$ cat config.mk
export PLATFORM = sky130hd
export DESIGN_NAME = mux_select_arbiter_rr4
export DESIGN_NICKNAME = d
export VERILOG_FILES = /design/src/rtl/mux_select_arbiter_rr4.sv
export SDC_FILE = /design/constraint.sdc
export NUM_CORES = 1
export LEC_CHECK = 0
export ABC_CLOCK_PERIOD_IN_PS = 2700
export CAP_MARGIN = 20
export CORE_ASPECT_RATIO = 1.75
export CORE_MARGIN = 1.5
export CORE_UTILIZATION = 41
export CTS_CLUSTER_DIAMETER = 50
export CTS_CLUSTER_SIZE = 10
export DETAILED_ROUTE_END_ITERATION = 8
export SLEW_MARGIN = 20
export SYNTH_ARGS = -nofsm -noshare
export SYNTH_HDL_FRONTEND = slang
export SYNTH_SLANG_ARGS = --single-unit
$ cat constraint.sdc
create_clock -name clock -period 2.7 [get_ports clock]
set_input_delay 0.675 -clock clock [delete_from_list [all_inputs] [get_ports clock]]
set_output_delay 0.675 -clock clock [all_outputs]
set_load 0.05 [all_outputs]
$ cat src/rtl/mux_select_arbiter_rr4.sv
// Round-robin arbiter driving the select/enable inputs of a 4:1 tristate mux.
// Grants one of four requesters at a time, preempts an owner after MAX_HOLD
// cycles when others wait, and floats the mux (enable=0) when nobody owns it.
//
// Ports:
//   clock   - rising-edge clock
//   reset   - synchronous, active-high
//   request - per-requester bus request, held until done
//   select  - registered index of the current (or last) owner
//   enable  - registered, high while an owner holds the bus
//   grant   - registered one-hot grant, 1 << select when enable, else 0
module mux_select_arbiter_rr4 #(
    parameter int unsigned MAX_HOLD = 8,
    parameter int unsigned CW       = 3
) (
    input  logic       clock,
    input  logic       reset,
    input  logic [3:0] request,
    output logic [1:0] select,
    output logic       enable,
    output logic [3:0] grant
);

    localparam logic [CW-1:0] HOLD_LAST = CW'(MAX_HOLD - 1);

    typedef enum logic {
        IDLE,
        OWNED
    } state_t;

    state_t        state, state_n;
    logic [1:0]    last, last_n;
    logic [CW-1:0] count, count_n;
    logic [1:0]    select_n;
    logic          enable_n;
    logic [3:0]    grant_n;

    logic [3:0]    owner_mask;
    logic [3:0]    others;
    logic [1:0]    win;

    // First set request bit searching base+1, base+2, base+3, base (mod 4).
    function automatic logic [1:0] rr_pick(input logic [1:0] base, input logic [3:0] req);
        logic [1:0] idx;
        logic [1:0] pick;
        logic       found;
        pick  = base;
        found = 1'b0;
        for (int i = 1; i <= 4; i++) begin
            idx = base + 2'(i);
            if (!found && req[idx]) begin
                pick  = idx;
                found = 1'b1;
            end
        end
        return pick;
    endfunction

    // State and registered outputs.
    always_ff @(posedge clock) begin
        if (reset) begin
            state  <= IDLE;
            last   <= 2'd3;
            count  <= '0;
            select <= 2'd0;
            enable <= 1'b0;
            grant  <= 4'b0000;
        end else begin
            state  <= state_n;
            last   <= last_n;
            count  <= count_n;
            select <= select_n;
            enable <= enable_n;
            grant  <= grant_n;
        end
    end

    // Next-state and next-output logic.
    always_comb begin
        state_n    = state;
        last_n     = last;
        count_n    = count;
        select_n   = select;
        enable_n   = enable;
        grant_n    = grant;
        owner_mask = 4'b0001 << select;
        others     = request & ~owner_mask;
        win        = 2'd0;

        unique case (state)
            IDLE: begin
                if (|request) begin
                    win      = rr_pick(last, request);
                    state_n  = OWNED;
                    last_n   = win;
                    count_n  = '0;
                    select_n = win;
                    enable_n = 1'b1;
                    grant_n  = 4'b0001 << win;
                end
            end
            OWNED: begin
                if (|(request & owner_mask)) begin
                    // Owner still wants the bus: preempt only at the tenure limit.
                    if (count == HOLD_LAST && |others) begin
                        win      = rr_pick(select, others);
                        last_n   = win;
                        count_n  = '0;
                        select_n = win;
                        grant_n  = 4'b0001 << win;
                    end else if (count != HOLD_LAST) begin
                        count_n = count + CW'(1);
                    end
                end else if (|request) begin
                    // Release with others pending: hand over with no idle bubble.
                    win      = rr_pick(select, request);
                    last_n   = win;
                    count_n  = '0;
                    select_n = win;
                    grant_n  = 4'b0001 << win;
                end else begin
                    // Release with nobody pending: float the mux, keep select.
                    state_n  = IDLE;
                    count_n  = '0;
                    enable_n = 1'b0;
                    grant_n  = 4'b0000;
                end
            end
            default: begin
                state_n = IDLE;
            end
        endcase
    end

endmodule

# Word-level counts from Yosys, hierarchy flattened
# Cells that the tools add are included.
[totals]
ff_bits = 13
elab_cells = 162
[classes]
n_addsub = 7
magnitude_cmp = 8
n_eq_ne = 8
shift = 4
n_mux = 99
n_bitwise = 4
n_reduce_logical = 26
[ops]
columns = ["cell", "count"]
rows = [
  ["$mux W1", 50],
  ["$mux W2", 24],
  ["$bmux W1 S2", 12],
  ["$lt A2 B3 Y1 const B", 8],
  ["$mux W4", 4],
  ["$shl A1 B2 Y4 const A", 4],
  ["$mux W3", 4],
  ["$reduce_or A4 Y1", 3],
  ["$logic_and A1 B1 Y1", 10],
  ["$logic_not A1 Y1", 9],
  ["$add A2 B2 Y2 const B", 4],
  ["$and A4 B4 Y4", 2],
  ["$pmux W4 S2", 1],
  ["$ne A2 B2 Y1 const B", 3],
  ["$pmux W3 S2", 1],
  ["$reduce_and A3 Y1", 2],
  ["$add A2 B1 Y2 const B", 2],
  ["$ne A4 B2 Y1 const B", 1],
  ["$not A4 Y4", 1],
  ["$pmux W1 S2", 2],
  ["$pmux W2 S2", 1],
  ["$reduce_and A2 Y1", 2],
  ["$add A3 B1 Y3 const B", 1],
  ["$eq A3 B3 Y1 const B", 1],
  ["other kinds (4)", 4],
]

# Logic depth before layout (Yosys ltp)
# Gate-level depths: netlist of run 1.
[logic_depth]
depth_word = 31
ltp_mapped = 11

# Worst setup path before layout of run 1
# No wires, ideal clock.
[synth_timing]
path_type = "register to register"
startpoint = "register select[1]"
endpoint = "register select[1]"
setup_time_ns = 0.120
arrival_time_ns = 3.060
t_required_ns = 2.580
path_slack_ns = -0.480
path_stages_with_launch = 9
cell_sequence = "dfxtp_1 > clkinv_1 > ha_1 > mux4_2 > a311o_1 > a311o_1 > a21oi_4 > nor2_1 > o31a_1"
[synth_between]
elab_chain_len = 30
word_cells_on_any_way = 83
cone_classes = "3 x add/sub; 2 x eq/ne; 1 x shift; 58 x mux; 3 x bitwise; 16 x reduce/logical"
[synth_rtl]
columns = ["item", "line", "source"]
rows = [
  ["start, declared", "19", "output logic [1:0] select,"],
  ["start signal, assigned", "72", "select <= select_n;"],
  ["branches (longest 30 deep; another with $add A2 B1 Y2)", "n/a", ""],
]
# Several ways; the timed one is not identified. The select of a mux whose other input is x is not followed.
# A chain may end at the register's enable or synchronous reset.

# Final worst setup path of run 1
[layout_timing]
startpoint = "input port request[3]"
endpoint = "register select[1]"
[layout_between]
elab_chain_len = 28
word_cells_on_any_way = 110
cone_classes = "3 x eq/ne; 82 x mux; 2 x bitwise; 23 x reduce/logical"
[layout_rtl]
columns = ["item", "line", "source"]
rows = [
  ["start, declared", "18", "input logic [3:0] request,"],
  ["$and A4 B4 Y4", "87", "others = request & ~owner_mask;"],
  ["$bmux W1 S2", "51", "if (!found && req[idx]) begin"],
  ["$mux W1 (implied by the code)", "51", ""],
  ["$mux W1", "51", ""],
  ["$mux W1", "105", "if (count == HOLD_LAST && |others) begin"],
  ["$mux W1", "103", "if (|(request & owner_mask)) begin"],
  ["$mux W1", "90", "unique case (state)"],
  ["$logic_not A1 Y1", "51", ""],
  ["(+12 left out)", "n/a", ""],
  ["$logic_and A1 B1 Y1", "51", ""],
  ["$mux W2", "51", ""],
  ["$mux W2", "105", ""],
  ["$mux W2", "103", ""],
  ["$mux W2", "90", ""],
  ["$mux W2", "105", ""],
  ["$mux W2", "103", ""],
  ["$pmux W2 S2", "90", ""],
]
# Several ways; a longest one is shown, not always the timed one. The select of a mux whose other input is x is not followed.

==> qor.yml, run 1 <==
fin_area_mm2: 0.00193
critical_path.max_stage_delay_ns: 0.49
cpMostUsedCell: "a311o_1"
drive_above_1_share_pct: 32.7
timing.fmax_ghz: 0.386
drt-initial-drc-count: 51
seq_area_frac_synth_pct: 19.3
cts_tree: "done"
grt_remaining_overflow: 0
hold_viol: 0
cap_viol_max_count: 0
regToRegSetupSlack_ns: 0.12
finalCriticalPeriod_ns: 2.59
worstReg2RegStart: "select[1]$_SDFFE_PP0P_"
netlist_area_mm2: 0.00135
finClkSkew_ns: 0.00216
power.leakage_nw: 0.826
rows: 27
synth.avg_cell_area_um2: 7.60
synthXorXnorAreaFrac_pct: 0.651
clock_path_buffers: 2
drv_slew: 0
dr.pass1.iters: 4
cts_num_sinks: 13
n_antenna_cell: 0
holdCritStartpoint: "count[1]$_SDFFE_PP0P_"
postLayoutSetupSlackWorst_ns: 0.109
worstSetupPathType: "input port to register"
synth_fa_ha_area_share_pct: 5.58
drtAntennaViolNets: 0
clk_pin_slew_ns: 0.06
cts_setup_buffers: 0
crit_required_ns: 2.84
wl_per_cell_um: 16.9
dieArea_mm2: 0.00365
synth_flop_cell: "dfxtp_1"
cts_buffers: 3
io_pins: 13
wirelength_mm: 4.56
grt_pass1_wl_mm: 7.23
dpl-instance-area_mm2: 0.00180
r2r-end: "select[1]$_SDFFE_PP0P_"
holdBufCountCts: 0
status: "finished clean"
clk_latency_ns: 0.25
reg2reg_depth: 11
core_area_mm2: 0.00314
worstHoldPathCells: 2
holdPathEnd: "count[1]$_SDFFE_PP0P_"
path_cells: "dlygate4sd2_1, mux4_2, a311o_1, a311o_1, a21oi_4, nor2_2, o31a_1"
grt_pass1_vias: 1615
hpwl_mm: 3.59
timing.critical_path.from_type: "input port"
synthMuxAreaShare_pct: 9.58
port_buffers: 12
critPathArrivalTime_ns: 2.73
cpLargestDelayFamily: "compound AO/OA/AOI/OAI gates"
num_vias: 1586
final_common_cell: "buf_4"
synth_compound_area_share_pct: 32.1
initial_core_util_pct: 42.8
fin_nets: 239
synth_enable_flop_cells: 0
fillCellCount: 300
power_mw: 1.94
synthToLayoutAreaGrowth_pct: 43.6
end_kind: "register"
yosysUniqueCellTypes: 56
ir_drop_uv: 769
path_max_fanout: 5
synth_seq_cells: 13
die_w_um: 46.3
synth_top_family_by_area: "compound AO/OA/AOI/OAI gates"
drc: 0
grt_max_degree: 13
die_height_um: 78.8
place_congestion: 0.986
multi_input_area_mm2: 0.00108
grt_usage_pct: 27.0
yosys.area_share.simple_pct: 26.7
setup_tns_ns: 0
antenna_found_initial: 0
mostFrequentLayoutCells: "buf_4 (43), a21oi_1 (15), nor2_1 (15)"
cpMaxStageDelayCell: "mux4_2"
syn_inst: 177
dp_slack_ns: -0.272
synthArstFlopShare_pct: 0
vias_per_cell: 5.90
setup-violations-final: 0
crit_buf_inv: 1
hold_class: "register to register"
slew_headroom_pct: 65.3
yosysWarningCount: 0
cts-root-buf: "clkbuf_8"
synth_nets: 189
tightest_slew_ns: 0.518
seq_area_um2: 268
power_density_mw_per_mm2: 1000
fin_crit_sh_pct: 96.0
htree_num_levels: 1
cell families (layout without fill, tap and decap cells):
family,count (synthesis),in the layout
simple gates,68,68
xor+xnor,1,1
flops,13,13
fa+ha+maj,6,6
mux,10,10
buf+inv,18,67
compound gates,61,61
metrics by stage:
step                      util, %  hold WS [ns]  cells
after floorplan                 -         0.436    177
after global placement       57.4         0.454    265
after detailed placement     57.4         0.462    265
after CTS                    58.8         0.470    269
after global routing         61.5         0.489    269
final                        61.5         0.464    269
Yosys cell counts (all sizes together), types with 2 or more instances:
cell type | number | share of area (%)
a211oi | 5 | 2.8
a21o | 3 | 1.7
a21oi | 17 | 7.4
a22o | 2 | 1.3
a311o | 2 | 1.5
a311oi | 3 | 2.0
buf | 4 | 2.1
clkbuf | 7 | 2.0
dfxtp | 13 | 19
ha | 6 | 5.6
inv | 6 | 1.7
mux2 | 3 | 2.5
mux2i | 5 | 3.7
mux4 | 2 | 3.3
nand2 | 11 | 3.1
nand2b | 10 | 4.7
nand3 | 4 | 1.5
nand4 | 2 | 0.93
nor2 | 16 | 4.5
nor3 | 7 | 2.6
nor3b | 3 | 1.7
nor4 | 3 | 1.4
o211ai | 2 | 1.1
o21ai | 11 | 4.1
o31a | 2 | 1.3
o32ai | 2 | 1.3
or2 | 2 | 0.93
or3 | 2 | 0.93
how the worst max path moves through the flow:
stage / from / endpoint / slack, ns / cells after the start
finish: request[3] / select[1]$_SDFFE_PP0P_ / 0.11 / 7
CTS: request[2] / grant[3]$_SDFFE_PP0P_ / 0.03 / 9
global placement: request[2] / grant[3]$_SDFFE_PP0P_ / -0.26 / 9
floorplan: select[0]$_SDFFE_PP0P_ / select[1]$_SDFFE_PP0P_ / 0.05 / 10
global route: select[0]$_SDFFE_PP0P_ / select[1]$_SDFFE_PP0P_ / -0.001 / 11
detailed placement: request[3] / select[1]$_SDFFE_PP0P_ / -0.27 / 7
metal layers:
| metal | wire (um) | share of wire (%) | vias to the layer above | GRT usage (%) |
|---|---|---|---|---|
| li1 | - | - | 766 | - |
| met1 | 1680 | 37 | 765 | 25.4 |
| met2 | 2530 | 55 | 38 | 48.8 |
| met3 | 102 | 2.2 | 17 | 2.50 |
| met4 | 250 | 5.5 | 0 | 20.6 |
| met5 | 0 | 0 | - | 0 |
flip-flops by register name (all words and copies together) (netlist names):
signal,cells
grant,4
count,3
last,2
select,2
enable,1
state,1
worst register-to-register path, delay by kind of cell, from the launching register on:
family	cells	cell delay, ns
compound gates	3	0.68
buf+inv	3	0.45
mux	2	0.40
fa+ha+maj	1	0.39
flops	1	0.34
simple gates	2	0.22
power breakdown:
part,switching (mW),internal (mW)
clock network,0.0760,0.105
registers,0.0540,0.247
logic,0.798,0.662
total,0.928,1.01
layout make-up:
class                   count  share of cell area [%]
multi-input cells         146                    55.8
repair buffers             56                    23.8
flip-flops and latches     13                    13.9
well taps                  43                    2.78
clock buffers               4                    2.33
inverters                   7                    1.42
what timing repair did:
action	4_1_cts	5_1_grt
endpoints found under the setup margin	2	8
resized for setup	1	19
pin swaps	1	6
Note: power is estimated with default switching activity, not from simulation.
==> inputs of run 2 (changes only) <==
Settings changed: ABC_CLOCK_PERIOD_IN_PS 2700 to 2200, CORE_UTILIZATION 41 to 45, PLACE_DENSITY set to 0.68.
Clock period 2.7 ns to 2.2 ns, I/O delays scaled along.
==> qor.yml, run 2 (same netlist as run 1, synthesis figures left out) <==
hold_viol: 0  # unchanged
finClkSkew_ns: 0.00560  # +0.00344 ns
critPathArrivalTime_ns: 2.48  # -0.25 ns
grt_setup_unrepaired: "true"
cts-root-buf: "clkbuf_8"
synthToLayoutAreaGrowth_pct: 58.0
die_w_um: 44.3  # -4.3%
crit_required_ns: 2.33  # -0.51 ns
end_kind: "register"
finalCriticalPeriod_ns: 2.35
worstSetupPathType: "register to register"
fin_area_mm2: 0.00212  # +10%
wirelength_mm: 4.85  # +6.4%
reg2reg_depth: 8  # -3
cts_buffers: 3  # unchanged
largestRegisters: "grant (4), count (3)"
violations: "DRC, setup timing"
htree_num_levels: 1  # unchanged
slew_headroom_pct: 64.9  # -0.39 points
initial_core_util_pct: 46.5  # +3.6 points
dieArea_mm2: 0.00334  # -8.4%
place_congestion: 0.930  # -5.6%
power_density_mw_per_mm2: 1300  # +30%
cap_viol_max_count: 0  # unchanged
largest_register: "grant"
ir_drop_uv: 1040  # +36%
clk_pin_slew_ns: 0.05  # about the same
cpMostUsedCell: "a211oi_4"
wl_per_cell_um: 18.2  # +7.6%
fin_nets: 251  # +5.0%
n_antenna_cell: 0  # unchanged
holdPathEnd: "count[1]$_SDFFE_PP0P_"
rows: 26  # -3.7%
grt_usage_pct: 31.3  # +4.2 points
num_vias: 1691  # +6.6%
grt_pass1_vias: 1733  # +7.3%
vias_per_cell: 6.36  # +7.8%
dpl-instance-area_mm2: 0.00189  # +4.7%
grt_pass1_wl_mm: 7.60  # +5.0%
drt-initial-drc-count: 62  # +22%
fin_crit_sh_pct: 107
io_pins: 13  # unchanged
mostFrequentLayoutCells: "buf_4 (51), nor2_1 (15), a21oi_1 (13)"
core_area_mm2: 0.00290  # -7.8%
antenna_found_initial: 0  # unchanged
grt_max_degree: 16  # +3
path_cells: "buf_12, ha_2, or2b_1, mux4_2, a211oi_4, a21oi_4, a211oi_4, o21bai_1"
final_common_cell: "buf_4"
status: "complete, but fails checks"
port_buffers: 12  # unchanged
timing.critical_path.from_type: "register"
drive_above_1_share_pct: 41.2  # +8.4 points
drv_slew: 0  # unchanged
r2r-end: "last[0]$_SDFFE_PP1P_"
grt_remaining_overflow: 0  # unchanged
tightest_slew_ns: 0.524  # +0.00583 ns
die_height_um: 75.3  # -4.4%
holdBufCountCts: 0  # unchanged
clock_path_buffers: 2  # unchanged
dr.pass1.iters: 6  # +2
hpwl_mm: 3.76  # +4.7%
worstHoldPathCells: 2  # unchanged
holdCritStartpoint: "count[1]$_SDFFE_PP0P_"
utilization_pct: 73.4  # +12 points
critical_path.max_stage_delay_ns: 0.52  # +0.03 ns
drtAntennaViolNets: 0  # unchanged
path_max_fanout: 5  # unchanged
timing.fmax_ghz: 0.425
power_mw: 2.77  # +42%
cts_num_sinks: 13  # unchanged
cts_tree: "done"
postLayoutSetupSlackWorst_ns: -0.153  # -0.262 ns
regToRegSetupSlack_ns: -0.15  # -0.27 ns
worstReg2RegStart: "select[1]$_SDFFE_PP0P_"
setup-violations-final: 8  # +8
clk_latency_ns: 0.25  # about the same
largest_reg_flops: 4  # unchanged
drc: 1  # +1
cpMaxStageDelayCell: "mux4_2"
power.leakage_nw: 0.890  # +7.8%
hold_class: "register to register"
[run 2: changes by cell type in the layout (fill, tap and decap cells not counted), sizes merged]
| cell | before | now |
|---|---|---|
| dlymetal6s2s | 3 | 0 |
| clkdlybuf4s50 | 8 | 6 |
| clkdlybuf4s15 | 0 | 1 |
| buf | 44 | 57 |
| dlygate4sd2 | 1 | 4 |
[run 2: layout make-up]
cell class | instances | area (um2)
clock buffer | 4 | 45.0
multi-input combinational | 146 | 1180
inverter | 7 | 36.3
timing repair buffer | 68 | 564
fill | 216 | 771
sequential | 13 | 268
tap | 28 | 35.0
[run 2: repair_timing]
| action | 4_1_cts | 5_1_grt |
|---|---|---|
| pin swaps | 19 | 4 |
| buffers inserted | 2 | 1 |
| resized for setup | 33 | 5 |
| endpoints found under the setup margin | 12 | 9 |
[run 2: worst max path at each step]
stage	start	to	slack [ns]	depth (start not counted)
floorplan	select[0]$_SDFFE_PP0P_	select[1]$_SDFFE_PP0P_	-0.32	9
global placement	request[2]	grant[3]$_SDFFE_PP0P_	-0.63	9
detailed placement	request[2]	grant[3]$_SDFFE_PP0P_	-0.69	10
CTS	select[1]$_SDFFE_PP0P_	last[1]$_SDFFE_PP1P_	-0.13	10
global route	select[1]$_SDFFE_PP0P_	last[1]$_SDFFE_PP1P_	-0.23	9
finish	select[1]$_SDFFE_PP0P_	last[0]$_SDFFE_PP1P_	-0.15	8
[run 2: routing by layer]
| layer | wire, um | part of all wire [%] | GRT usage [%] |
|---|---|---|---|
| met4 | 289 | 6.0 | 25.6 |
| met3 | 166 | 3.4 | 3.08 |
| met2 | 2770 | 57 | 60.8 |
| met5 | 0 | 0 | 0 |
| met1 | 1630 | 34 | 27.4 |
[run 2: power breakdown]
| group | switching [mW] | internal [mW] |
|---|---|---|
| clock network | 0.0865 | 0.128 |
| registers | 0.0662 | 0.304 |
| logic | 1.13 | 1.05 |
[run 2: critical path: cells and delay by family (launching register included)]
family	cells	cell delay (ns)
fa+ha+maj	1	0.17
flops	1	0.36
mux	1	0.52
buf+inv	1	0.12
simple gates	1	0.27
compound gates	4	0.79
[run 2: through the flow]
step	hold slack (ns)	worst slack (ns)	cells	TNS [ns]
finish	0.472	-0.153	266	-1.06
global route	0.499	-0.231	266	-1.59
CTS	0.476	-0.133	265	-0.826
detailed placement	0.467	-0.691	259	-6.41
global placement	0.444	-0.629	259	-5.87
floorplan	0.436	-0.324	177	-1.76
